--- config.mk ---
export PLATFORM = sky130hd
export DESIGN_NAME = pwm_ctrl
export DESIGN_NICKNAME = d
export VERILOG_FILES = /design/src/rtl/pwm_pkg.sv /design/src/rtl/pwm_prescaler.sv /design/src/rtl/pwm_ctrl.sv
export SDC_FILE = /design/constraint.sdc
export NUM_CORES = 1
export LEC_CHECK = 0
export CAP_MARGIN = 15
export CORE_MARGIN = 3
export CORE_UTILIZATION = 31
export DETAILED_ROUTE_END_ITERATION = 6
export PLACE_DENSITY_LB_ADDON = 0.1
export SLEW_MARGIN = 20
export SYNTH_ARGS = -nofsm -noshare
export SYNTH_HDL_FRONTEND = slang
export SYNTH_SLANG_ARGS = --single-unit
--- constraint.sdc ---
create_clock -name clk -period 6.4 [get_ports clk]
set_input_delay 0.64 -clock clk [delete_from_list [all_inputs] [get_ports clk]]
set_output_delay 0.64 -clock clk [all_outputs]
set_load 0.02 [all_outputs]
--- src/rtl/pwm_pkg.sv ---
// Shared register map, field positions and state type for the PWM controller.
package pwm_pkg;

    localparam logic [1:0] ADDR_CTRL   = 2'd0;
    localparam logic [1:0] ADDR_PERIOD = 2'd1;
    localparam logic [1:0] ADDR_DUTY   = 2'd2;
    localparam logic [1:0] ADDR_STATUS = 2'd3;

    localparam int CTRL_EN        = 0;
    localparam int CTRL_FADE      = 1;
    localparam int CTRL_IE        = 2;
    localparam int CTRL_PRESC_LSB = 8;
    localparam int CTRL_STEP_LSB  = 16;

    localparam int STAT_DONE    = 0;
    localparam int STAT_PEND    = 1;
    localparam int STAT_DIR     = 2;
    localparam int STAT_CNT_LSB = 16;

    localparam int PRESC_W = 8;
    localparam int STEP_W  = 8;

    typedef enum logic {
        S_IDLE = 1'b0,
        S_RUN  = 1'b1
    } pwm_state_e;

    function automatic logic [31:0] pack_status(input logic done, input logic pend,
                                                input logic dir, input logic [15:0] cnt);
        logic [31:0] w;
        w = '0;
        w[STAT_DONE]            = done;
        w[STAT_PEND]            = pend;
        w[STAT_DIR]             = dir;
        w[STAT_CNT_LSB +: 16]   = cnt;
        return w;
    endfunction

endpackage

--- src/rtl/pwm_prescaler.sv ---
// Clock prescaler: one tick every PRESC+1 cycles, held at zero while cleared.
module pwm_prescaler
    import pwm_pkg::*;
(
    input  logic               clk,
    input  logic               rst,
    input  logic               i_clr,
    input  logic [PRESC_W-1:0] i_presc,
    output logic               o_tick
);

    logic [PRESC_W-1:0] r_cnt;

    assign o_tick = !i_clr && (r_cnt == i_presc);

    always_ff @(posedge clk or posedge rst) begin
        if (rst) begin
            r_cnt <= '0;
        end else if (i_clr || o_tick) begin
            r_cnt <= '0;
        end else begin
            r_cnt <= r_cnt + PRESC_W'(1);
        end
    end

endmodule

--- src/rtl/pwm_ctrl.sv ---
// Register-programmed PWM generator with shadowed period/duty, prescaler,
// optional duty fading and a level interrupt on period completion.
module pwm_ctrl
    import pwm_pkg::*;
#(
    parameter int CW = 16
) (
    input  logic        clk,
    input  logic        rst,
    input  logic [1:0]  A,
    input  logic [31:0] WD,
    input  logic        WE,
    output logic [31:0] RD,
    output logic        PWM,
    output logic        IRQ
);

    pwm_state_e          r_state;
    pwm_state_e          w_state_next;
    logic                r_fade;
    logic                r_ie;
    logic [PRESC_W-1:0]  r_presc;
    logic [STEP_W-1:0]   r_step;
    logic [CW-1:0]       r_per_sh;
    logic [CW-1:0]       r_duty_sh;
    logic [CW-1:0]       r_per;
    logic [CW-1:0]       r_duty;
    logic [CW-1:0]       r_cnt;
    logic                r_done;
    logic                r_pend;
    logic                r_pend_duty;
    logic                r_dir;
    logic                r_pwm;

    logic                w_wr_ctrl;
    logic                w_wr_per;
    logic                w_wr_duty;
    logic                w_wr_stat;
    logic                w_run;
    logic                w_tick;
    logic                w_wrap;
    logic [CW:0]         w_fade_sum;
    logic [CW-1:0]       w_fade_duty;
    logic                w_fade_dir;
    logic [CW-1:0]       w_per_next;
    logic [CW-1:0]       w_duty_next;
    logic [CW-1:0]       w_cnt_next;
    logic                w_dir_next;
    logic                w_unused;

    assign w_wr_ctrl = WE && (A == ADDR_CTRL);
    assign w_wr_per  = WE && (A == ADDR_PERIOD);
    assign w_wr_duty = WE && (A == ADDR_DUTY);
    assign w_wr_stat = WE && (A == ADDR_STATUS);
    assign w_unused  = ^{WD[31:24], WD[7:3]};

    // The FSM state register doubles as CTRL.EN.
    always_ff @(posedge clk or posedge rst) begin
        if (rst) begin
            r_state <= S_IDLE;
        end else begin
            r_state <= w_state_next;
        end
    end

    always_comb begin
        w_state_next = r_state;
        if (w_wr_ctrl) begin
            w_state_next = WD[CTRL_EN] ? S_RUN : S_IDLE;
        end
        // Counting only happens on edges that start and end in RUN.
        w_run = (r_state == S_RUN) && (w_state_next == S_RUN);
    end

    pwm_prescaler u_presc (
        .clk     (clk),
        .rst     (rst),
        .i_clr   (!w_run),
        .i_presc (r_presc),
        .o_tick  (w_tick)
    );

    assign w_wrap = w_tick && (r_cnt == r_per);

    // Fade step saturates against the period being loaded at this wrap.
    always_comb begin
        w_fade_sum  = {1'b0, r_duty} + (CW+1)'(r_step);
        w_fade_duty = r_duty;
        w_fade_dir  = r_dir;
        if (!r_dir) begin
            if (w_fade_sum >= {1'b0, r_per_sh}) begin
                w_fade_duty = r_per_sh;
                w_fade_dir  = 1'b1;
            end else begin
                w_fade_duty = w_fade_sum[CW-1:0];
            end
        end else begin
            if (r_duty <= CW'(r_step)) begin
                w_fade_duty = '0;
                w_fade_dir  = 1'b0;
            end else begin
                w_fade_duty = r_duty - CW'(r_step);
            end
        end
    end

    always_comb begin
        w_per_next  = r_per;
        w_duty_next = r_duty;
        w_cnt_next  = r_cnt;
        w_dir_next  = r_dir;
        if (!w_run) begin
            w_per_next  = r_per_sh;
            w_duty_next = r_duty_sh;
            w_cnt_next  = '0;
        end else if (w_wrap) begin
            w_per_next = r_per_sh;
            w_cnt_next = '0;
            if (r_fade && !r_pend_duty) begin
                w_duty_next = w_fade_duty;
                w_dir_next  = w_fade_dir;
            end else begin
                w_duty_next = r_duty_sh;
            end
        end else if (w_tick) begin
            w_cnt_next = r_cnt + CW'(1);
        end
    end

    always_ff @(posedge clk or posedge rst) begin
        if (rst) begin
            r_fade    <= 1'b0;
            r_ie      <= 1'b0;
            r_presc   <= '0;
            r_step    <= '0;
            r_per_sh  <= '0;
            r_duty_sh <= '0;
        end else begin
            if (w_wr_ctrl) begin
                r_fade  <= WD[CTRL_FADE];
                r_ie    <= WD[CTRL_IE];
                r_presc <= WD[CTRL_PRESC_LSB +: PRESC_W];
                r_step  <= WD[CTRL_STEP_LSB +: STEP_W];
            end
            if (w_wr_per) begin
                r_per_sh <= WD[CW-1:0];
            end
            if (w_wr_duty) begin
                r_duty_sh <= WD[CW-1:0];
            end
        end
    end

    always_ff @(posedge clk or posedge rst) begin
        if (rst) begin
            r_per       <= '0;
            r_duty      <= '0;
            r_cnt       <= '0;
            r_dir       <= 1'b0;
            r_pwm       <= 1'b0;
            r_done      <= 1'b0;
            r_pend      <= 1'b0;
            r_pend_duty <= 1'b0;
        end else begin
            r_per  <= w_per_next;
            r_duty <= w_duty_next;
            r_cnt  <= w_cnt_next;
            r_dir  <= w_dir_next;
            r_pwm  <= (w_state_next == S_RUN) && (w_cnt_next < w_duty_next);

            if (w_wrap) begin
                r_done <= 1'b1;
            end else if (w_wr_stat && WD[STAT_DONE]) begin
                r_done <= 1'b0;
            end

            // A shadow write on the wrap edge lands after the load and stays pending.
            if (!w_run) begin
                r_pend      <= 1'b0;
                r_pend_duty <= 1'b0;
            end else begin
                if (w_wrap) begin
                    r_pend      <= 1'b0;
                    r_pend_duty <= 1'b0;
                end
                if (w_wr_per || w_wr_duty) begin
                    r_pend <= 1'b1;
                end
                if (w_wr_duty) begin
                    r_pend_duty <= 1'b1;
                end
            end
        end
    end

    always_comb begin
        RD = '0;
        case (A)
            ADDR_CTRL: begin
                RD[CTRL_EN]                      = (r_state == S_RUN);
                RD[CTRL_FADE]                    = r_fade;
                RD[CTRL_IE]                      = r_ie;
                RD[CTRL_PRESC_LSB +: PRESC_W]    = r_presc;
                RD[CTRL_STEP_LSB +: STEP_W]      = r_step;
            end
            ADDR_PERIOD: RD = 32'(r_per_sh);
            ADDR_DUTY:   RD = 32'(r_duty_sh);
            default:     RD = pack_status(r_done, r_pend, r_dir, 16'(r_cnt));
        endcase
    end

    assign PWM = r_pwm;
    assign IRQ = r_done && r_ie;

endmodule

==> summary.txt <==
vias in the first global route - 6338
Synth Flop Type - dfrtp_1
share of cells above drive strength 1 - 0.139
Crit Path Category - reg2reg
Core Util, Final - 0.368
Worst EP required - 6.70 ns
Sw Share - 0.438
final hold slack - 0.504 ns
CP max FO - 9
met3 GRT Util - 0.0241
Hold Crit Depth - 2
Skew-Pair Late Insertion Delay - 0.37 ns
TritonCTS clock tree - done
placed cell area - 8650 sq um
critical path depth - 24
syn avg cell area - 9.67 sq um
Slew headroom - 0.380
max incr delay on CP - 0.55 ns
P_int - 1.76 mW
core area - 24400 sq um
final hold violation count - 0
CP dominant cell by count - ha_1
footprint of the multi-input gates - 4550 sq um
Worst setup EP type - flop
asr flop ratio synth - 1.00
Bufs on Longest Clock Path - 2
Fill cells - 2514
DP HPWL - 18800 um
outcome - finished, final reports clean
DIE AREA - 26800 sq um
met1 usage - 0.268
CTS Buf Count - 9
Ports - 71
number of detailed-route iterations in the first pass - 5
Final Max Tran Viols - 0
CP cell instances - ha_1 > fa_1 > a21oi_2 > o41ai_4 > o22a_2 > xor2_1 > ha_1 > nand4_2 > nor3_2 > a2111oi_2 > o311ai_1 > a31oi_4 > nor2_1 > a21oi_1 > o31a_1 > ha_1 > a21o_1 > a21o_1 > a21oi_1 > o21ai_0 > and3_1 > a211oi_1 > o311a_1 > o21a_1
width of the die - 164 um
# rows - 57
initial antenna violation count - 1
CTS sink cnt - 112
clock slew at reported path FFs - 0.09 ns
synthesized area - 7700 sq um
IO buf count - 62
register area share after synthesis - 0.364
final wirelength - 24200 um
Top Usage Layer GRT - met2
CP max-delay cell - o311ai_1
R2R cell count - 24
#FFs+latches synth - 112
initial core utilization - 0.316
Netlist cell types - 80
family with the most delay on the worst path - compound AO/OA/AOI/OAI gates
Antenna Nets Post-Route - 0
worst min path class - reg2reg
EDFF count, synth - 0
worst vdd ir - 0.123 mV
most common cell after layout, fill and taps aside - dfrtp_1
CP arrival - 6.22 ns
area delta synth->final - 16.5%
GRT Residual Overflow - 0
maxcap violations - 0
combinational share of power - 0.484
DRC errors left - 0
Syn. warnings - 0
fmax - 0.169 GHz
total leakage power - 3.81 nW
largest net degree at the start of global routing - 64
sequential power share - 0.325
nets@finish - 939
Root Buffer - clkbuf_16
Cells after Synth - 796
RSZ-0062 raised after global routing - false
Final TNS setup - 0 ns
PD cells - 349 nW/um^2
CTS Hold Bufs - 0
fin crit period - 5.93 ns
Chip Height - 164 um
switching power - 1.37 mW
Clock power frac - 0.191
DR WL/cell - 20.6 um
Final Cycle Share - 0.926
WP buf/inv - 0
met2 GRT Util - 0.288
worst setup skew after layout - 0.0162 ns
Vias/cell - 5.30
most frequent cells in the layout - dfrtp_1, nand2_1, nor2_1, clkdlybuf4s50_1, ha_1
Startpoint Class - flop
DR vias - 6226
fin area - 8970 sq um
Iter 0 DRT Violations - 371
Total Routing Usage GR - 0.185
setup violation total in the final timing report - 0
n_diodes - 0
gpl congestion - 0.907
Mapped Nets - 889
register area - 2800 sq um
actual slew at the worst max-slew pin - 0.927 ns
H-tree depth - 3
first-pass GRT wire length - 37400 um
sequential cells by signal, summed over array words and instances, names as in the netlist:
signal and flops:
r_cnt 16, r_duty 16, r_duty_sh 16, r_per 16, r_per_sh 16, r_presc 8
r_step 8, u_presc.r_cnt 8, PWM 1, r_dir 1, r_done 1, r_fade 1
r_ie 1, r_pend 1, r_pend_duty 1, r_state 1
stage by stage:
stage	setup slack, ns	cells	power (mW)
6_report	0.472	1175	3.13
5_1_grt	0.158	1175	3.35
4_1_cts	0.387	1175	3.15
3_5_place_dp	0.438	1159	2.54
3_3_place_gp	0.460	1159	2.51
2_1_floorplan	1.30	796	2.08
worst paths after layout:
kind | startpoint | endpoint | slack [ns]
min | r_per[6]$_DFFE_PP0P_ | r_per[6]$_DFFE_PP0P_ | 0.50
max in group asynchronous | rst | r_duty[12]$_DFF_PP0_ | 4.38
min in group asynchronous | rst | r_per_sh[7]$_DFFE_PP0P_ | 0.72
max reg2reg | r_step[0]$_DFFE_PP0P_ | PWM$_DFF_PP0_ | 0.47
min reg2reg | r_per[6]$_DFFE_PP0P_ | r_per[6]$_DFFE_PP0P_ | 0.50
max | r_step[0]$_DFFE_PP0P_ | PWM$_DFF_PP0_ | 0.47
logic make-up after synthesis:
logic type | Yosys count | share of synthesized area
adders and majority gates | 56 | 0.0930
xor gates and xnor gates | 62 | 0.0715
muxes | 62 | 0.0902
and+or+nand+nor | 231 | 0.150
AOI/OAI and AO/OA | 192 | 0.184
buffers and inverters | 81 | 0.0468
DFF | 112 | 0.364
synth_stat cells, drive strengths merged (5+ instances only):
cell type,number,area (sq um)
a211oi,7,67.6
a21boi,5,41.3
a21o,9,68.8
a21oi,38,198
a222oi,14,140
a22oi,10,80.1
and2,12,75.1
and3,12,75.1
buf,18,124
clkbuf,20,75.1
dfrtp,112,2800
ha,54,676
inv,43,161
mux2,53,604
mux2i,9,90.1
nand2,66,250
nand2b,7,43.8
nand3,15,80.1
nand4,18,119
nor2,64,259
nor2b,12,75.1
nor3,8,56.3
nor4,5,46.3
o211a,6,60.1
o21a,12,90.1
o21ai,51,259
or3,8,50.1
xnor2,44,393
xor2,18,158
cell type report:
type	instances	share of cell area
timing repair buffer	77	0.0818
clock inverter	7	0.00977
tap	324	0.0452
sequential	112	0.313
multi-input combinational	603	0.507
clock buffer	9	0.0251
inverter	43	0.0183
worst reg2reg max path, cell delays in order, from the launching register on:
cell and delay, ns:
dfrtp_1 0.45, ha_1 0.26, fa_1 0.43, a21oi_2 0.24, o41ai_4 0.10, o22a_2 0.32
xor2_1 0.18, ha_1 0.38, nand4_2 0.18, nor3_2 0.22, a2111oi_2 0.07, o311ai_1 0.55
a31oi_4 0.16, nor2_1 0.14, a21oi_1 0.06, o31a_1 0.32, ha_1 0.33, a21o_1 0.16
a21o_1 0.17, a21oi_1 0.21, o21ai_0 0.17, and3_1 0.21, a211oi_1 0.23, o311a_1 0.19
o21a_1 0.13
metal layers:
metal  wire length, um  vias up  part of all wire
li1                  -     2953                 -
met1             12000     3080              0.49
met2             10700      162              0.44
met3               922       31             0.038
met4               599        0             0.025
met5                 0        -                 0
power groups by stage:
stage	combinational [mW]	clock, mW	sequential, mW
2_1_floorplan	1.13	0	0.948
3_3_place_gp	1.48	0	1.02
3_5_place_dp	1.51	0	1.03
4_1_cts	1.52	0.615	1.02
5_1_grt	1.68	0.638	1.04
6_report	1.52	0.597	1.02
timing repair:
item | in CTS | in global routing
buffers inserted | 0 | 0
setup endpoints to repair | 0 | 1
gates resized for setup | 0 | 1
(Power assumes the default switching activity.)
==> edit 1: new RTL, same settings <==
`CTRL_PRESC_LSB`: 8 -> 16.
--- a/src/rtl/pwm_pkg.sv
+++ b/src/rtl/pwm_pkg.sv
@@ -11,3 +11,3 @@
     localparam int CTRL_IE        = 2;
-    localparam int CTRL_PRESC_LSB = 8;
+    localparam int CTRL_PRESC_LSB = 16;
     localparam int CTRL_STEP_LSB  = 16;
Function: changed (Yosys sat finds a counterexample within 4 cycles, from zero or initial values and one cycle with rst high).
==> edit 1 against the unedited design <==
Design area is 3.6% higher. Sequential cell count down 8. Non-clock buffer count grew 27. Setup slack lost 0.082 ns. Combinational power rose by 24%. Wire length rose by 16%. Global-route usage rose by 2.7 points. Clock power fell by 8.0%. Die area is 1.8% higher. Power increased by 9.0%. Synthesized area grew 1.8%.
==> edit 1: results <==
INSERT INTO impl_metrics (metric_group, metric, value, unit) VALUES
('final_layout', 'layout.nets', '1015', ''),
('drt', 'routed_via_density', '5.54', ''),
('drt', 'firstDrtPassIters', '6', ''),
('worst_setup_path', 'critical-path-max-stage-delay', '0.44', 'ns'),
('outcome', 'status', 'completed', ''),
('sta', 'max_slew_margin', '0.312', ''),
('sta', 'fin_skew', '0.0135', 'ns'),
('placement', 'pre_cts_slack', '-0.118', 'ns'),
('worst_setup_path', 'cp_max_fo', '8', ''),
('yosys', 'yosysTopAreaCellShare', '0.332', ''),
('final_layout', 'final_cell_count_no_fill', '1251', ''),
('placement', 'dp_cell_count', '1233', ''),
('placement', 'detailed_place_hpwl', '22000', 'µm'),
('drt', 'drt_iter0_drc', '445', ''),
('yosys', 'top_cells_by_area_in_the_synthesized_netlist', 'dfrtp_1 33%, ha_1 8.6%, mux2_2 6.2%', ''),
('global_routing', 'grt_first_pass_wirelength', '42800', 'µm'),
('global_routing', 'grt.total_usage', '0.212', ''),
('power', 'switching_pwr', '1.60', 'mW'),
('yosys', 'share_of_the_yosys_chip_area_belonging_to_registers', '0.332', ''),
('power', 'cellLeakagePower', '3.86', 'nW');
==> edit 1: cell types whose count changed after synthesis, sizes merged, moves of 8 or more <==
cell,delta
nor2b,+15
a222oi,-11
o21ai,+11
xnor2,-11
clkbuf,+10
mux2,-10
o211ai,+10
nor2,-9
nor3,+9
dfrtp,-8
==> edit 1: routing by layer <==
layer  part of all wire  GRT usage  wire length, µm  vias to the layer above
li1                   -          -                -                     3278
met1               0.46      0.293            13000                     3372
met2               0.44      0.323            12400                      231
met3              0.054     0.0376             1510                       44
met4              0.040     0.0942             1110                        0
met5                  0          0                0                        -
==> edit 1: timing repair <==
action / in CTS / in global routing
setup buffers: 0 / 2
setup endpoints to repair: 1 / 1
pin swaps: 0 / 5
resized for setup: 2 / 7
==> edit 1: path summary, 6_finish.rpt <==
| check | startpoint | end | slack [ns] | depth (start not counted) |
|---|---|---|---|---|
| setup / recovery | r_duty[2]$_DFF_PP0_ | PWM$_DFF_PP0_ | 0.39 | 24 |
| hold reg to reg | r_per[0]$_DFFE_PP0P_ | r_per[0]$_DFFE_PP0P_ | 0.49 | 2 |
| min in group asynchronous | rst | r_duty_sh[15]$_DFFE_PP0P_ | 0.78 | 2 |
| max in group asynchronous | rst | r_step[1]$_DFFE_PP0P_ | 4.48 | 3 |
| setup reg to reg | r_duty[2]$_DFF_PP0_ | PWM$_DFF_PP0_ | 0.39 | 24 |
| hold / removal | r_per[0]$_DFFE_PP0P_ | r_per[0]$_DFFE_PP0P_ | 0.49 | 2 |
==> edit 1: power by group through the flow <==
stage	logic, mW	registers [mW]	clock network (mW)
final	1.88	0.982	0.549
after detailed placement	1.82	0.995	0
after floorplan	1.27	0.893	0
after CTS	1.84	0.981	0.564
after global placement	1.83	0.993	0
after global routing	2.07	1.00	0.579
==> edit 1: worst register-to-register path: cells and delay by family (launching register included) <==
family | cells | cell delay [ns]
flops | 1 | 0.44
xor+xnor | 1 | 0.23
buf+inv | 2 | 0.36
fa+ha+maj | 3 | 0.87
simple gates | 5 | 1.11
compound gates | 13 | 2.93
==> edit 1: logic make-up (layout without fill, tap and decap cells) <==
group / Yosys count / in the layout / synth area share
AO/OA/AOI/OAI: 241 / 241 / 0.224
XOR/XNOR: 58 / 58 / 0.0648
adder cells (fa/ha/maj): 56 / 56 / 0.0913
buffers and inverters: 88 / 161 / 0.0469
flip-flops: 104 / 104 / 0.332
multiplexers: 49 / 49 / 0.0694
AND/OR/NAND/NOR: 258 / 258 / 0.172
==> edit 1: cell type report <==
cell class	instances	area, µm²
flip-flops and latches	104	2600
well taps	324	405
clock buffers	11	233
multi-input cells	662	4920
inverters	41	156
repair buffers	104	936
clock inverters	5	40.0
fillers	2504	15300
==> edit 2: new RTL, same flow settings <==
Without the edit above. Reset style: synchronous (`rst`), changed in 4 clocked blocks.
--- a/src/rtl/pwm_prescaler.sv
+++ b/src/rtl/pwm_prescaler.sv
@@ -15,3 +15,3 @@
 
-    always_ff @(posedge clk or posedge rst) begin
+    always_ff @(posedge clk) begin
         if (rst) begin
--- a/src/rtl/pwm_ctrl.sv
+++ b/src/rtl/pwm_ctrl.sv
@@ -57,3 +57,3 @@
     // The FSM state register doubles as CTRL.EN.
-    always_ff @(posedge clk or posedge rst) begin
+    always_ff @(posedge clk) begin
         if (rst) begin
@@ -129,3 +129,3 @@
 
-    always_ff @(posedge clk or posedge rst) begin
+    always_ff @(posedge clk) begin
         if (rst) begin
@@ -153,3 +153,3 @@
 
-    always_ff @(posedge clk or posedge rst) begin
+    always_ff @(posedge clk) begin
         if (rst) begin
Formal check against the unedited RTL: differs if rst is asserted again (counterexample within 4 cycles, from zero or initial values and one cycle with rst high); with rst held inactive, the same outputs for 4 cycles.
==> edit 2 against the unedited design <==
Sequential cell count unchanged. Synthesized area down 4.1%. Non-clock buffer count up 14. Final cell count up 15%. Design area down 2.8%. Setup slack better by 0.11 ns. Wire length up 9.5%.
Power is not compared: it rests on default switching activity, and its combinational part moved more than twofold at a synthesized area within 25%.
==> edit 2: results <==
INSERT INTO impl_metrics (metric_group, metric, value, unit) VALUES
('outcome', 'status', 'completed', ''),
('worst_setup_path', 'timing.critical_path.to', 'PWM$_SDFF_PP0_', ''),
('worst_setup_path', 'r2r_end', 'PWM$_SDFF_PP0_', ''),
('worst_setup_path', 'critical_path.startpoint', 'r_step[0]$_SDFFE_PP0P_', ''),
('global_routing', 'grt.total_usage', '0.204', ''),
('yosys', 'postSynthAreaPerCell', '7.50', 'µm²'),
('final_layout', 'layout.nets', '1124', ''),
('yosys', 'synth_top_cells_by_count', '191 x nand2_1, 112 x dfxtp_1, 98 x a21oi_1', ''),
('global_routing', 'maximum_number_of_pins_on_one_net_before_global_route_repair', '57', ''),
('drt', 'route.final.wire_length', '26500', 'µm'),
('worst_setup_path', 'critPathArrivalTime', '6.06', 'ns'),
('final_layout', 'fillCellCount', '2497', ''),
('drt', 'drt_iter0_drc', '456', ''),
('global_routing', 'antenna_violations_before_repair', '0', ''),
('placement', 'place_area', '0.00840', 'mm²'),
('global_routing', 'grt_first_pass_wirelength', '40800', 'µm'),
('floorplan', 'dieArea', '0.0257', 'mm²'),
('drt', 'vias_post_dr', '7068', ''),
('yosys', 'synth_cell_types', '65', ''),
('yosys', 'share_of_the_yosys_chip_area_belonging_to_registers', '0.304', ''),
('placement', 'dp_cell_count', '1333', ''),
('drt', 'routed_via_density', '5.24', ''),
('global_routing', 'grt_pass1_vias', '6725', ''),
('drt', 'firstDrtPassIters', '6', ''),
('placement', 'pre_cts_slack', '0.575', 'ns');
-- edit 2: cell types whose count changed after synthesis, sizes merged, moves of 20 or more --
cell    before  now
xnor2       44   17
a21oi       38   98
xor2        18   43
dfxtp        0  112
mux2        53    0
clkbuf      20   40
dfrtp      112    0
nor3         8   28
nand2       66  191
-- edit 2: what timing repair did --
item | CTS | global route
endpoints found under the hold margin | 0 | 0
gates resized for setup | 0 | 1
endpoints found under the setup margin | 0 | 1
hold buffers | 0 | 0
-- edit 2: how the worst min path moves through the flow --
stage | start | end | cells past startpoint
2_1_floorplan | r_per[10]$_SDFFE_PP0P_ | r_per[10]$_SDFFE_PP0P_ | 2
3_3_place_gp | r_per[14]$_SDFFE_PP0P_ | r_per[14]$_SDFFE_PP0P_ | 2
3_5_place_dp | r_per[7]$_SDFFE_PP0P_ | r_per[7]$_SDFFE_PP0P_ | 2
4_1_cts | r_per[0]$_SDFFE_PP0P_ | r_per[0]$_SDFFE_PP0P_ | 2
5_1_grt | r_per[0]$_SDFFE_PP0P_ | r_per[0]$_SDFFE_PP0P_ | 2
6_report | r_per[0]$_SDFFE_PP0P_ | r_per[0]$_SDFFE_PP0P_ | 2
-- edit 2: per-layer routing --
layer  vias up  part of all wire  global-route usage
met2       167              0.45               0.317
met1      3343              0.51               0.305
met4         0            0.0068              0.0296
met3        15             0.041              0.0284
li1       3543                 -                   -
met5         -                 0                   0
-- edit 2: critical path: stages, from the launching register on --
cell	delay, ns
dfxtp_1	0.36
ha_1	0.25
fa_1	0.43
nand2b_1	0.14
a221oi_2	0.07
buf_4	0.18
or4_1	0.38
o311ai_0	0.13
buf_4	0.19
ha_1	0.24
a211oi_1	0.22
nor2_1	0.07
a2111oi_1	0.48
o211a_1	0.24
buf_4	0.19
mux2i_1	0.24
o21ai_0	0.11
a311oi_1	0.41
ha_1	0.30
o21a_1	0.16
nor2_1	0.14
nor3_1	0.08
a2111o_1	0.40
a31oi_1	0.27
-- edit 2: cell type report --
type / count / area, µm² / area share
timing repair buffer: 91 / 836 / 0.0959
sequential: 112 / 2240 / 0.257
clock buffer: 10 / 239 / 0.0274
inverter: 42 / 158 / 0.0181
tap: 313 / 392 / 0.0449
clock inverter: 6 / 72.6 / 0.00832
multi-input combinational: 775 / 4780 / 0.548
-- edit 2: logic make-up (layout without fill, tap and decap cells) --
| group | Yosys count | count (layout) | share of synthesized area |
|---|---|---|---|
| and+or+nand+nor | 419 | 419 | 0.260 |
| AOI/OAI and AO/OA | 229 | 229 | 0.202 |
| DFF | 112 | 112 | 0.304 |
| buffers and inverters | 97 | 149 | 0.0515 |
| xor gates and xnor gates | 60 | 60 | 0.0712 |
| adders and majority gates | 56 | 56 | 0.0970 |
| muxes | 11 | 11 | 0.0149 |
